$ cat config.mk
export PLATFORM = sky130hd
export DESIGN_NAME = i2c_bert_controller
export DESIGN_NICKNAME = d
export VERILOG_FILES = /design/src/rtl/i2c_bert_controller.sv
export SDC_FILE = /design/constraint.sdc
export NUM_CORES = 1
export LEC_CHECK = 0
export ABC_AREA = 1
export CORE_ASPECT_RATIO = 0.75
export CORE_UTILIZATION = 39
export CTS_BUF_LIST = sky130_fd_sc_hd__clkbuf_4
export CTS_CLUSTER_DIAMETER = 50
export CTS_CLUSTER_SIZE = 16
export DETAILED_ROUTE_END_ITERATION = 8
export GPL_ROUTABILITY_DRIVEN = 0
export GPL_TIMING_DRIVEN = 1
export MAX_ROUTING_LAYER = met4
export PLACE_DENSITY_LB_ADDON = 0.12
export REMOVE_ABC_BUFFERS = 1
export SLEW_MARGIN = 15
export SYNTH_ARGS = -nofsm -noshare
export SYNTH_HDL_FRONTEND = slang
export SYNTH_SLANG_ARGS = --single-unit
$ cat constraint.sdc
create_clock -name clk -period 4.6 [get_ports clk]
set_clock_uncertainty 0.1 [all_clocks]
set_input_delay 0.92 -clock clk [delete_from_list [all_inputs] [get_ports clk]]
set_output_delay 0.92 -clock clk [all_outputs]
set_load 0.02 [all_outputs]
$ cat src/rtl/i2c_bert_controller.sv
// I2C initiator: one bus primitive (START/WRITE/READ/STOP) per command, open-drain SCL/SDA.
// Latency: 4*CLKDIV cycles per quarter-set (START/STOP 16+1, byte 9*16+1 at CLKDIV=4) plus stretch time.
// Backpressure: cmd_ready is low from acceptance until the rsp_valid cycle; the timer freezes while a released SCL reads low.
module i2c_bert_controller #(
    parameter int CLKDIV = 4,
    parameter int CNTW   = 8
) (
    input  logic       clk,
    input  logic       rst_n,
    input  logic       cmd_valid,
    output logic       cmd_ready,
    input  logic [1:0] cmd_op,
    input  logic [7:0] cmd_wdata,
    input  logic       cmd_rd_nack,
    output logic       rsp_valid,
    output logic [7:0] rsp_rdata,
    output logic       rsp_ack,
    output logic       rsp_err,
    output logic       busy,
    input  logic       scl_i,
    input  logic       sda_i,
    output logic       scl_oe,
    output logic       sda_oe
);
    localparam logic [1:0]      OP_START = 2'd0;
    localparam logic [1:0]      OP_READ  = 2'd2;
    localparam logic [1:0]      OP_STOP  = 2'd3;
    localparam logic [CNTW-1:0] CNT_LAST = CNTW'(CLKDIV - 1);

    typedef enum logic [2:0] {S_IDLE, S_START, S_BIT, S_STOP, S_RESP} state_t;

    state_t          state, state_nxt;
    logic [1:0]      q, q_nxt;
    logic [CNTW-1:0] cnt, cnt_nxt;
    logic [3:0]      slot, slot_nxt;
    logic [7:0]      shreg, shreg_nxt;
    logic [7:0]      rsp_rdata_nxt;
    logic            rd_op, rd_op_nxt;
    logic            nack, nack_nxt;
    logic            ack_smp, ack_smp_nxt;
    logic            busy_nxt, scl_oe_nxt, sda_oe_nxt, rsp_ack_nxt, rsp_err_nxt;
    logic            active, stretch, q_end, last_slot;

    assign cmd_ready = (state == S_IDLE) || (state == S_RESP);
    assign rsp_valid = (state == S_RESP);
    assign active    = (state == S_START) || (state == S_BIT) || (state == S_STOP);
    // A released SCL that still reads low is a target holding the clock.
    assign stretch   = ~scl_oe & ~scl_i;
    assign q_end     = (cnt == CNT_LAST) & ~stretch;
    assign last_slot = (slot == 4'd8);

    always_ff @(posedge clk or negedge rst_n) begin
        if (!rst_n) begin
            state     <= S_IDLE;
            q         <= 2'd0;
            cnt       <= '0;
            slot      <= 4'd0;
            shreg     <= 8'd0;
            rd_op     <= 1'b0;
            nack      <= 1'b0;
            ack_smp   <= 1'b0;
            busy      <= 1'b0;
            scl_oe    <= 1'b0;
            sda_oe    <= 1'b0;
            rsp_rdata <= 8'd0;
            rsp_ack   <= 1'b0;
            rsp_err   <= 1'b0;
        end else begin
            state     <= state_nxt;
            q         <= q_nxt;
            cnt       <= cnt_nxt;
            slot      <= slot_nxt;
            shreg     <= shreg_nxt;
            rd_op     <= rd_op_nxt;
            nack      <= nack_nxt;
            ack_smp   <= ack_smp_nxt;
            busy      <= busy_nxt;
            scl_oe    <= scl_oe_nxt;
            sda_oe    <= sda_oe_nxt;
            rsp_rdata <= rsp_rdata_nxt;
            rsp_ack   <= rsp_ack_nxt;
            rsp_err   <= rsp_err_nxt;
        end
    end

    always_comb begin
        state_nxt     = state;
        q_nxt         = q;
        cnt_nxt       = cnt;
        slot_nxt      = slot;
        shreg_nxt     = shreg;
        rd_op_nxt     = rd_op;
        nack_nxt      = nack;
        ack_smp_nxt   = ack_smp;
        busy_nxt      = busy;
        scl_oe_nxt    = scl_oe;
        sda_oe_nxt    = sda_oe;
        rsp_rdata_nxt = rsp_rdata;
        rsp_ack_nxt   = rsp_ack;
        rsp_err_nxt   = rsp_err;

        if (active && !stretch) cnt_nxt = (cnt == CNT_LAST) ? '0 : cnt + 1'b1;
        if (active && q_end)    q_nxt   = q + 2'd1;

        // Line values below are those of the quarter being entered.
        case (state)
            S_IDLE, S_RESP: begin
                if (state == S_RESP) state_nxt = S_IDLE;
                if (cmd_valid) begin
                    cnt_nxt  = '0;
                    q_nxt    = 2'd0;
                    slot_nxt = 4'd0;
                    if (cmd_op == OP_START) begin
                        state_nxt  = S_START;
                        sda_oe_nxt = 1'b0;
                    end else if (!busy) begin
                        state_nxt   = S_RESP;
                        rsp_err_nxt = 1'b1;
                        rsp_ack_nxt = 1'b0;
                    end else if (cmd_op == OP_STOP) begin
                        state_nxt  = S_STOP;
                        sda_oe_nxt = 1'b1;
                    end else begin
                        state_nxt  = S_BIT;
                        rd_op_nxt  = (cmd_op == OP_READ);
                        nack_nxt   = cmd_rd_nack;
                        shreg_nxt  = cmd_wdata;
                        sda_oe_nxt = (cmd_op == OP_READ) ? 1'b0 : ~cmd_wdata[7];
                    end
                end
            end
            S_START: begin
                if (q_end) begin
                    case (q)
                        2'd0: scl_oe_nxt = 1'b0;
                        2'd1: sda_oe_nxt = 1'b1;
                        2'd2: scl_oe_nxt = 1'b1;
                        default: begin
                            state_nxt   = S_RESP;
                            busy_nxt    = 1'b1;
                            rsp_err_nxt = 1'b0;
                            rsp_ack_nxt = 1'b0;
                        end
                    endcase
                end
            end
            S_STOP: begin
                if (q_end) begin
                    case (q)
                        2'd0: scl_oe_nxt = 1'b0;
                        2'd1: sda_oe_nxt = 1'b0;
                        2'd2: ;
                        default: begin
                            state_nxt   = S_RESP;
                            busy_nxt    = 1'b0;
                            rsp_err_nxt = 1'b0;
                            rsp_ack_nxt = 1'b0;
                        end
                    endcase
                end
            end
            S_BIT: begin
                if (q_end) begin
                    case (q)
                        2'd0: scl_oe_nxt = 1'b0;
                        2'd1: ;
                        2'd2: begin
                            scl_oe_nxt = 1'b1;
                            if (last_slot) begin
                                ack_smp_nxt = ~rd_op & ~sda_i;
                            end else begin
                                shreg_nxt = {shreg[6:0], sda_i};
                                // Released a 1 but the line reads 0: another initiator won.
                                if (!rd_op && !sda_oe && !sda_i) begin
                                    state_nxt   = S_RESP;
                                    scl_oe_nxt  = 1'b0;
                                    sda_oe_nxt  = 1'b0;
                                    busy_nxt    = 1'b0;
                                    rsp_err_nxt = 1'b1;
                                    rsp_ack_nxt = 1'b0;
                                end
                            end
                        end
                        default: begin
                            if (last_slot) begin
                                state_nxt   = S_RESP;
                                rsp_err_nxt = 1'b0;
                                rsp_ack_nxt = ack_smp;
                                if (rd_op) rsp_rdata_nxt = shreg;
                            end else begin
                                slot_nxt = slot + 4'd1;
                                if (slot == 4'd7) sda_oe_nxt = rd_op & ~nack;
                                else              sda_oe_nxt = ~rd_op & ~shreg[7];
                            end
                        end
                    endcase
                end
            end
            default: state_nxt = S_IDLE;
        endcase
    end
endmodule

# ---- Word level (Yosys, flattened, before mapping)
# Index checks and enable logic that the tools add are counted.
dict set report word_totals {
  output_inout_bits 15
  elab_cells 184
  in_bits 16
  regBits 41
}
dict set report op_classes {
  n_reduce_logical 32
  eq_ne 38
  n_mux 81
  n_bitwise 16
  addsub 3
}
# operator count
set ops {}
lappend ops {{2-to-1 mux 8 bit} 11}
lappend ops {{2-to-1 mux 1 bit} 39}
lappend ops {{2-to-1 mux 3 bit} 10}
lappend ops {{inequality test 2 bit (second input constant)} 14}
lappend ops {{AND reduction 11 bit} 2}
lappend ops {{2-to-1 mux 4 bit} 4}
lappend ops {{case mux 8 bit (2 select lines)} 1}
lappend ops {{AND reduction 8 bit} 2}
lappend ops {{AND reduction 5 bit} 3}
lappend ops {{inequality test 2 x 1 -> 1 bit (second input constant)} 6}
lappend ops {{inequality test 3 bit (second input constant)} 4}
lappend ops {{case mux 1 bit (3 select lines)} 4}
lappend ops {{inverter 1 bit} 11}
lappend ops {{case mux 1 bit (2 select lines)} 5}
lappend ops {{case mux 3 bit (3 select lines)} 1}
lappend ops {{AND reduction 9 bit} 1}
lappend ops {{adder 8 x 1 -> 8 bit (second input constant)} 1}
lappend ops {{equality test 8 x 2 -> 1 bit (second input constant)} 1}
lappend ops {{case mux 4 bit (2 select lines)} 1}
lappend ops {{AND reduction 7 bit} 1}
lappend ops {{equality test 2 bit (second input constant)} 3}
lappend ops {{equality test 3 x 2 -> 1 bit (second input constant)} 2}
lappend ops {{2-to-1 mux 2 bit} 3}
lappend ops {{inequality test 3 x 1 -> 1 bit (second input constant)} 2}
lappend ops {{22 further kinds} 38}

# ---- Logic depth before layout (Yosys ltp)
# Gate-level depths: netlist of the first run.
dict set report logic_depth {
  depth_word 8
  ltp_mapped 11
  mapped_depth_nobuf 11
}

# ---- Worst setup path before layout of the first run
# OpenSTA, ideal clock, no wires.
dict set report synth_path {
  path_kind {input to register}
  start {input port cmd_op[0]}
  end {register shreg[7]}
  n_path_buf 1
  required_ps 4377
  cell_stages 9
  setup_slack_ps 2439
  t_arrival_ps 1938
  setup_time_ps 123
  cell_sequence {inv_1 > ha_1 > nor2_1 > nand3_1 > a21oi_1 > nand2_2 > buf_6 > nand2_1 > o21ai_2}
}
dict set report synth_between {
  elab_chain_len 3
  elab_cells_between_ends 5
  cone_classes {3 x eq/ne; 2 x reduce/logical}
}
# item line_no
set synth_lines {}
lappend synth_lines {{start: declaration} 12} ;# input logic [1:0] cmd_op,
lappend synth_lines {{equality test 2 bit or zero test 2 bit (tied branches)} {120, 113}}
lappend synth_lines {{inequality test 2 bit (no source line)} n/a}
lappend synth_lines {{AND reduction 8 bit (no source line) (*)} n/a}
lappend synth_lines {{end signal: assignment} 73} ;# shreg <= shreg_nxt;
lappend synth_lines {{end: declaration} 36} ;# logic [7:0] shreg, shreg_nxt;
# Every way passes the cells marked *; elsewhere a longest branch is shown, timed or not.
# A chain may end at the register's enable or synchronous reset.

# ---- Worst setup path in the final report of the first run
dict set report layout_path {
  start {register state[0]}
  end {output port rsp_valid}
}
dict set report layout_between {
  elab_chain_len 1
}
# item line_no
set layout_lines {}
lappend layout_lines {{start: declaration} 32} ;# state_t state, state_nxt;
lappend layout_lines {{start signal: assignment} 69} ;# state <= state_nxt;
lappend layout_lines {{equality test 3 bit} 45} ;# assign rsp_valid = (state == S_RESP);
lappend layout_lines {{end: declaration} 15} ;# output logic rsp_valid,
# Every way passes these cells.

==> results of run 1 <==
==> power by group through the flow <==
| stage | logic [mW] | registers [mW] | clock network, mW |
|---|---|---|---|
| 2_1_floorplan | 0.454 | 0.522 | 0 |
| 3_3_place_gp | 0.636 | 0.521 | 0 |
| 3_5_place_dp | 0.644 | 0.522 | 0 |
| 4_1_cts | 0.648 | 0.515 | 0.194 |
| 5_1_grt | 0.736 | 0.529 | 0.208 |
| 6_report | 0.641 | 0.516 | 0.183 |
==> sequential cells by signal, summed over array words and instances, names as in the netlist <==
register / flops
cnt: 8
rsp_rdata: 8
shreg: 8
slot: 4
state: 3
q: 2
ack_smp: 1
busy: 1
nack: 1
rd_op: 1
rsp_ack: 1
rsp_err: 1
scl_oe: 1
sda_oe: 1
==> logic make-up (layout without fill, tap and decap cells) <==
group,count (synthesis),after routing,share of synthesized area (%)
compound gates,57,57,14.9
xor+xnor,3,3,1.05
fa+ha+maj,10,10,5.01
buf+inv,47,80,8.27
flops,41,41,41.1
mux,2,2,0.852
simple gates,162,162,28.8
==> per-stage QoR <==
step | instances | setup slack [ns]
6_report | 433 | 1.84
5_1_grt | 433 | 1.74
4_1_cts | 433 | 1.80
3_5_place_dp | 425 | 1.72
3_3_place_gp | 425 | 1.77
2_1_floorplan | 317 | 2.44
==> layout make-up <==
class / instances / area share (%)
clock buffer: 5 / 1.30
clock inverter: 3 / 0.605
inverter: 42 / 5.45
multi-input combinational: 234 / 43.6
sequential: 41 / 35.4
tap: 78 / 3.37
timing repair buffer: 30 / 10.2
==> synthesized netlist by cell type, types with 2 or more instances <==
library cell  count  share of area, %
nor2_4            2              0.90
o21ai_0          18               3.6
o21ai_1           8               1.6
nand3_2           2              0.80
inv_2             7               1.1
a21oi_1           8               1.6
nand2_1          84                13
nor2_2            2              0.50
buf_6             4               1.8
nor2_1           34               5.1
a21oi_2           2              0.70
nor3_1            2              0.40
inv_1            35               5.3
nand2_2           9               2.3
xor2_1            2              0.70
dfrtp_1          41                41
nand3_1          23               4.6
ha_1             10               5.0
o21ai_2          16               5.6
==> path summary, 6_finish.rpt <==
check | end | start | slack, ns | depth (start not counted)
min | rsp_ack | rsp_ack | 0.39 | 2
max in group asynchronous | state[1] | rst_n | 3.24 | 1
min reg2reg | rsp_ack | rsp_ack | 0.39 | 2
max | rsp_valid | state[0] | 1.84 | 4
min in group asynchronous | rsp_rdata[2] | rst_n | 0.59 | 1
max reg2reg | cnt[6] | cnt[0] | 2.60 | 8
==> worst max-delay path: cells and delay by family (launching register included) <==
kind                   cells  cell delay (ns)
flip-flops                 1             0.48
buffers and inverters      2             0.70
AND/OR/NAND/NOR            2             0.21
==> metal layers <==
metal | track usage [%] | vias to the layer above
li1 | - | 1094
met1 | 28.1 | 976
met2 | 25.0 | 35
met3 | 3.50 | 4
met4 | 4.96 | 0
met5 | - | -
==> impl_metrics.json, run 1 <==
{
  "status": "completed",
  "synthArstFlopShare_pct": 100,
  "netSwitchingPower_mw": 0.617,
  "wl_met3_um": 191,
  "grt_pass1_vias": 1943,
  "swShare_pct": 46.0,
  "layout_common_cells": "84 x nand2_1, 41 x dfrtp_1, 35 x inv_1",
  "ios": 31,
  "hold_ws_ns": 0.391,
  "drt_wl_total_um": 5410,
  "overflow": 0,
  "tns_ns": 0,
  "maxSlewHeadroom_pct": 38.2,
  "critPathKind": "flop to primary output",
  "final_area_um2": 2900,
  "worstPathArrival_ns": 1.74,
  "p_total_mw": 1.34,
  "register_area_um2": 1030,
  "antenna_found_initial": 0,
  "syn-cell-area_um2": 2500,
  "leakage_nw": 1.35,
  "coreArea_um2": 6010,
  "slowest_delay_ns": 0.61,
  "period_share_pct": 60.1,
  "clkLatencyLatePin_ns": 0.35,
  "ys_ff_latch": 41,
  "fin_crit_ns": 2.76,
  "drive_gt1_share_pct": 14.9,
  "chipWidth_um": 94.4,
  "hold_path_class": "flop to flop",
  "route.detailed.drc": 0,
  "htreeDepth": 2,
  "antenna_cells": 0,
  "fillerInstances": 623,
  "startpoint_type": "flop",
  "dr.first_iter.drc_count": 121,
  "dp_hpwl_um": 4050,
  "p_per_area_nw_per_um2": 463,
  "areaGrowthSynthToFinish_pct": 16.0,
  "slowest_stage": "clkdlybuf4s50_1",
  "clock-sinks": 41,
  "firstDrtPassIters": 4,
  "cts_hold_buf": 0,
  "start_util_pct": 41.6,
  "yosys_warnings": 0,
  "cts_buffer_depth": 2,
  "wl_met1_um": 2980,
  "clk_pin_slew_ns": 0.13,
  "placed_cell_area_um2": 2840,
  "track_usage_pct": 18.6,
  "power_frac_comb_pct": 47.8,
  "multi_input_area_um2": 1260,
  "max_freq_mhz": 362,
  "tritoncts": "done",
  "clkPwrFrac_pct": 13.6,
  "cts_setup_buffers": 0,
  "die_area_um2": 6730,
  "rsz0062_at_grt": "no",
  "syn_area_per_cell_um2": 7.75,
  "wl_per_cell_um": 12.5,
  "synth_edf_count": 0,
  "wl_met2_um": 2200,
  "final_common_cell": "nand2_1",
  "setup_viol": 0,
  "io_buffers": 30,
  "final_util_pct": 48.2,
  "cts_resized": 0,
  "num-nets-final": 380,
  "vias_per_cell": 4.87,
  "die_h_um": 71.3,
  "crit_required_ns": 3.58,
  "vias": 2109,
  "antenna_left": 0,
  "p_int_mw": 0.724,
  "ys_types": 32,
  "ir_worst_vdd_mv": 0.230,
  "hold_viol": 0,
  "worstMarginPinSlew_ns": 0.927,
  "postSynthCellCount": 322,
  "end_kind": "primary output",
  "maxCapViolCount": 0,
  "ys.flop_type": "dfrtp_1",
  "drv_slew": 0,
  "cp_max_fo": 5,
  "grt_pass1_wl_um": 9280,
  "path_cells": "inv_2 > nand2_2 > nor2_1 > clkdlybuf4s50_1",
  "seq_area_frac_synth_pct": 41.1,
  "num_rows": 24,
  "p_seq_share_pct": 38.5,
  "highest_layer": "met4",
  "root_buffer": "clkbuf_4",
  "cts_buffers": 5,
  "grt_max_degree": 42
}
(Power assumes the default switching activity.)
==> run 2: changes to the inputs <==
- clock period: 4.6 -> 2.3 ns (I/O delays scaled with it)
==> run 2 against run 1 <==
Compared with the run above:
- critical path depth unchanged
- count of clock-buffer cells in the layout unchanged
- power up 110%
- combinational power up 110%
- largest cell class unchanged
==> impl_metrics.json, run 2 (synthesized netlist as in run 1, its figures left out) <==
{
  "status": "completed",
  "firstDrtPassIters": 4,
  "setup_slack_ns": 0.293,
  "wl_per_cell_um": 12.2,
  "maxCapViolCount": 0,
  "dp_hpwl_um": 4050,
  "clk_pin_slew_ns": 0.12,
  "hold_path_class": "primary input to async pin",
  "grt_max_degree": 42,
  "route.detailed.drc": 0,
  "overflow": 0,
  "period_share_pct": 87.3,
  "num_rows": 24,
  "clock-sinks": 41,
  "layout_common_cells": "84 x nand2_1, 41 x dfrtp_1, 35 x inv_1",
  "grt_pass1_vias": 2022,
  "rr_worst_depth": 10,
  "antenna_found_initial": 0,
  "crit_start": "state[1]",
  "cts_setup_buffers": 0,
  "ir_worst_vdd_mv": 0.586,
  "drive_gt1_share_pct": 17.1,
  "die_area_um2": 6730,
  "hold_viol": 0,
  "htreeDepth": 2,
  "rsz0062_at_grt": "no",
  "drv_slew": 0,
  "coreArea_um2": 6010,
  "vias_per_cell": 4.78,
  "fin_crit_ns": 2.01,
  "cts_hold_buf": 0,
  "cts_buffer_depth": 2,
  "vias": 2107,
  "grt_pass1_wl_um": 9450,
  "setup_viol": 0,
  "maxSlewHeadroom_pct": 64.2,
  "tns_ns": 0,
  "critPathKind": "flop to primary output",
  "reg_top3": "cnt: 8 flops, rsp_rdata: 8 flops, shreg: 8 flops",
  "end_kind": "primary output",
  "ios": 31,
  "max_freq_mhz": 498,
  "num-nets-final": 389,
  "worstMarginPinSlew_ns": 0.537,
  "root_buffer": "clkbuf_4",
  "tritoncts": "done",
  "clkLatencyLatePin_ns": 0.34,
  "antenna_left": 0,
  "die_h_um": 71.3,
  "worstPathArrival_ns": 1.45,
  "final_area_um2": 2990,
  "cp_max_fo": 5,
  "crit_required_ns": 1.74,
  "leakage_nw": 1.42,
  "p_per_area_nw_per_um2": 944,
  "antenna_cells": 0,
  "dr.first_iter.drc_count": 89,
  "reg2reg_from": "state[2]",
  "placed_cell_area_um2": 2920,
  "start_util_pct": 41.6,
  "io_buffers": 30,
  "chipWidth_um": 94.4,
  "drt_wl_total_um": 5380,
  "dp_slack_ns": -0.00200,
  "cts_buffers": 5,
  "areaGrowthSynthToFinish_pct": 19.9,
  "track_usage_pct": 18.7,
  "startpoint_type": "flop",
  "p_total_mw": 2.83,
  "final_common_cell": "nand2_1"
}
==> run 2: changes by cell type in the layout (fill, tap and decap cells not counted) <==
cell             change
dlygate4sd2_1        +1
buf_12               +1
dlymetal6s2s_1       +1
clkinv_4             -1
bufinv_16            +1
clkinv_1             -1
clkdlybuf4s50_1      -2
buf_4                +8
==> run 2: path summary, 6_finish.rpt <==
kind                                  end  slack, ns
worst max-delay path            rsp_valid       0.29
worst min-delay path               cnt[2]       0.07
worst max register to register    rsp_err       0.45
worst min register to register    rsp_ack       0.39
max in group asynchronous        state[0]       1.66
min in group clk                  rsp_ack       0.39
==> run 2: power by group <==
group / switching (mW) / internal (mW) / total, mW
Clock: 0.233 / 0.222 / 0.455
Sequential: 0.138 / 0.889 / 1.03
Combinational: 0.850 / 0.494 / 1.34
==> run 2: layout make-up <==
cell class,instances,area (µm²)
Timing Repair Buffer,39,377
Tap cell,78,97.6
Multi-Input combinational cell,234,1260
Sequential cell,41,1030
Inverter,42,158
Clock inverter,2,35.0
Fill cell,585,3010
Clock buffer,5,37.5
==> run 2: worst max-delay path, cell delays in order, from the launching register on <==
cell and delay [ns]:
dfrtp_1 0.47, inv_1 0.11, nand2_2 0.10, nor2_1 0.10, dlygate4sd2_1 0.33
==> run 2: layer usage <==
metal / global-route usage, % / vias up / wire length, µm
met3: 3.61 / 2 / 221
met5: - / - / 0
met1: 27.3 / 959 / 2860
met2: 27.2 / 40 / 2280
li1: - / 1106 / -
met4: 3.08 / 0 / 19
==> run 2: repair_timing <==
action,in CTS,in global routing
endpoints found under the setup margin,1,1
cloned,0,0
gates resized for setup,1,1
==> run 2: stage by stage <==
stage          hold WS [ns]  instances  utilization [%]
3_5_place_dp          0.363        434             48.6
3_3_place_gp          0.362        434             48.6
6_report             0.0720        441             49.9
4_1_cts              0.0840        441             49.8
5_1_grt               0.112        441             49.9
2_1_floorplan        0.0644        317                -
==> run 3: changes to the inputs <==
- CORE_MARGIN: not set -> 3
==> run 3 against run 2 <==
Compared with the run above:
- count of clock-buffer cells in the layout is the same
- sequential share of layout area fell by 0.41 points
- critical path depth unchanged
- via count rose by 1.2%
- worst hold slack better by 0.32 ns
- final area increased by 1.2%
- power grew 2.1%
- fmax fell by 3.2%
- cell count is 0.91% higher
- sequential power about the same
- flip-flop and latch count is the same
- wire length grew 3.5%
- critical path type unchanged
- largest cell class unchanged
==> impl_metrics.json, run 3 (synthesized netlist as in run 1, its figures left out) <==
{
  "status": "completed",
  "worstMarginPinSlew_ns": 0.384,
  "route.detailed.drc": 0,
  "tritoncts": "done",
  "antenna_found_initial": 0,
  "max_freq_mhz": 483,
  "hold_viol": 0,
  "areaGrowthSynthToFinish_pct": 21.4,
  "grt_pass1_vias": 1968,
  "htreeDepth": 2,
  "drt_wl_total_um": 5570,
  "crit_required_ns": 1.74,
  "hold_ws_ns": 0.395,
  "setup_viol": 0,
  "worstPathArrival_ns": 1.51,
  "grt_max_degree": 17,
  "coreArea_um2": 6010,
  "start_util_pct": 41.6,
  "drv_slew": 0,
  "cts_buffer_depth": 2,
  "wl_per_cell_um": 12.5,
  "num_rows": 24,
  "cts_setup_buffers": 0,
  "grt_pass1_wl_um": 9630,
  "ir_worst_vdd_mv": 0.494,
  "dp_hpwl_um": 4270,
  "ios": 31,
  "antenna_cells": 0,
  "layout_common_cells": "84 x nand2_1, 41 x dfrtp_1, 35 x inv_1",
  "root_buffer": "clkbuf_4",
  "overflow": 0,
  "rsz0062_at_grt": "no",
  "leakage_nw": 1.44,
  "clk_pin_slew_ns": 0.13,
  "final_common_cell": "nand2_1",
  "firstDrtPassIters": 6,
  "dr.first_iter.drc_count": 132,
  "period_share_pct": 90.1,
  "vias_per_cell": 4.79,
  "critPathKind": "flop to primary output",
  "cp_max_fo": 5,
  "chipWidth_um": 98.4,
  "tns_ns": 0,
  "clock-sinks": 41,
  "drive_gt1_share_pct": 17.7,
  "io_buffers": 30,
  "fin_crit_ns": 2.07,
  "maxSlewHeadroom_pct": 74.3,
  "antenna_left": 0,
  "clkLatencyLatePin_ns": 0.37,
  "hold_path_class": "primary input to async pin",
  "end_kind": "primary output",
  "die_h_um": 75.3,
  "track_usage_pct": 17.0,
  "cts_buffers": 5,
  "startpoint_type": "flop",
  "final_util_pct": 50.5,
  "p_total_mw": 2.89,
  "vias": 2133,
  "p_per_area_nw_per_um2": 952,
  "maxCapViolCount": 0,
  "reg_top3": "cnt: 8 flops, rsp_rdata: 8 flops, shreg: 8 flops",
  "rr_worst_depth": 9,
  "dpl.cell_count": 436,
  "die_area_um2": 7410,
  "stdcell_count": 445,
  "num-nets-final": 392
}
run 3: metrics by stage:
step	area, µm²	setup WS, ns
2_1_floorplan	2450	0.599
5_1_grt	3030	0.0839
3_3_place_gp	2940	0.0210
3_5_place_dp	2940	-0.0196
6_report	3030	0.228
4_1_cts	3030	0.0160
run 3: layout make-up:
class                      instances  area [µm²]
clock buffer                       5        37.5
clock inverter                     3        46.3
fill                             596        2980
inverter                          42         158
multi-input combinational        234        1260
sequential                        41        1030
tap                               78        97.6
timing repair buffer              42         402
run 3: repair_timing:
action                                  CTS  global route
hold buffers                              1             0
gates cloned                              0             0
endpoints found under the hold margin    13             0
gates resized for setup                   1             1
pin swaps                                 0             0
endpoints found under the setup margin    1             1
run 3: critical path: stages, from the launching register on:
cell	delay, ns
dfrtp_1	0.48
inv_1	0.12
nand2_2	0.10
nor2_1	0.10
dlygate4sd2_1	0.34
run 3: per-layer routing:
layer | up-vias | routed length (µm) | global-route usage [%]
met5 | - | 0 | -
met4 | 0 | 61 | 5.00
met3 | 5 | 330 | 3.61
met2 | 49 | 2330 | 24.1
met1 | 958 | 2840 | 24.5
li1 | 1121 | - | -
run 3: where the power goes:
group          total, mW  internal [mW]  switching (mW)
Clock              0.497          0.230           0.266
Combinational       1.36          0.505           0.857
Sequential          1.03          0.888           0.138
Total               2.89           1.62            1.26
run 3: final timing paths:
check | to | startpoint | slack (ns)
min in group clk | shreg[5] | shreg[5] | 0.40
max in group asynchronous | rsp_rdata[0] | rst_n | 1.16
setup reg to reg | rsp_err | q[0] | 0.45
hold / removal | cnt[3] | rst_n | 0.40
hold reg to reg | shreg[5] | shreg[5] | 0.40
setup / recovery | rsp_valid | state[1] | 0.23
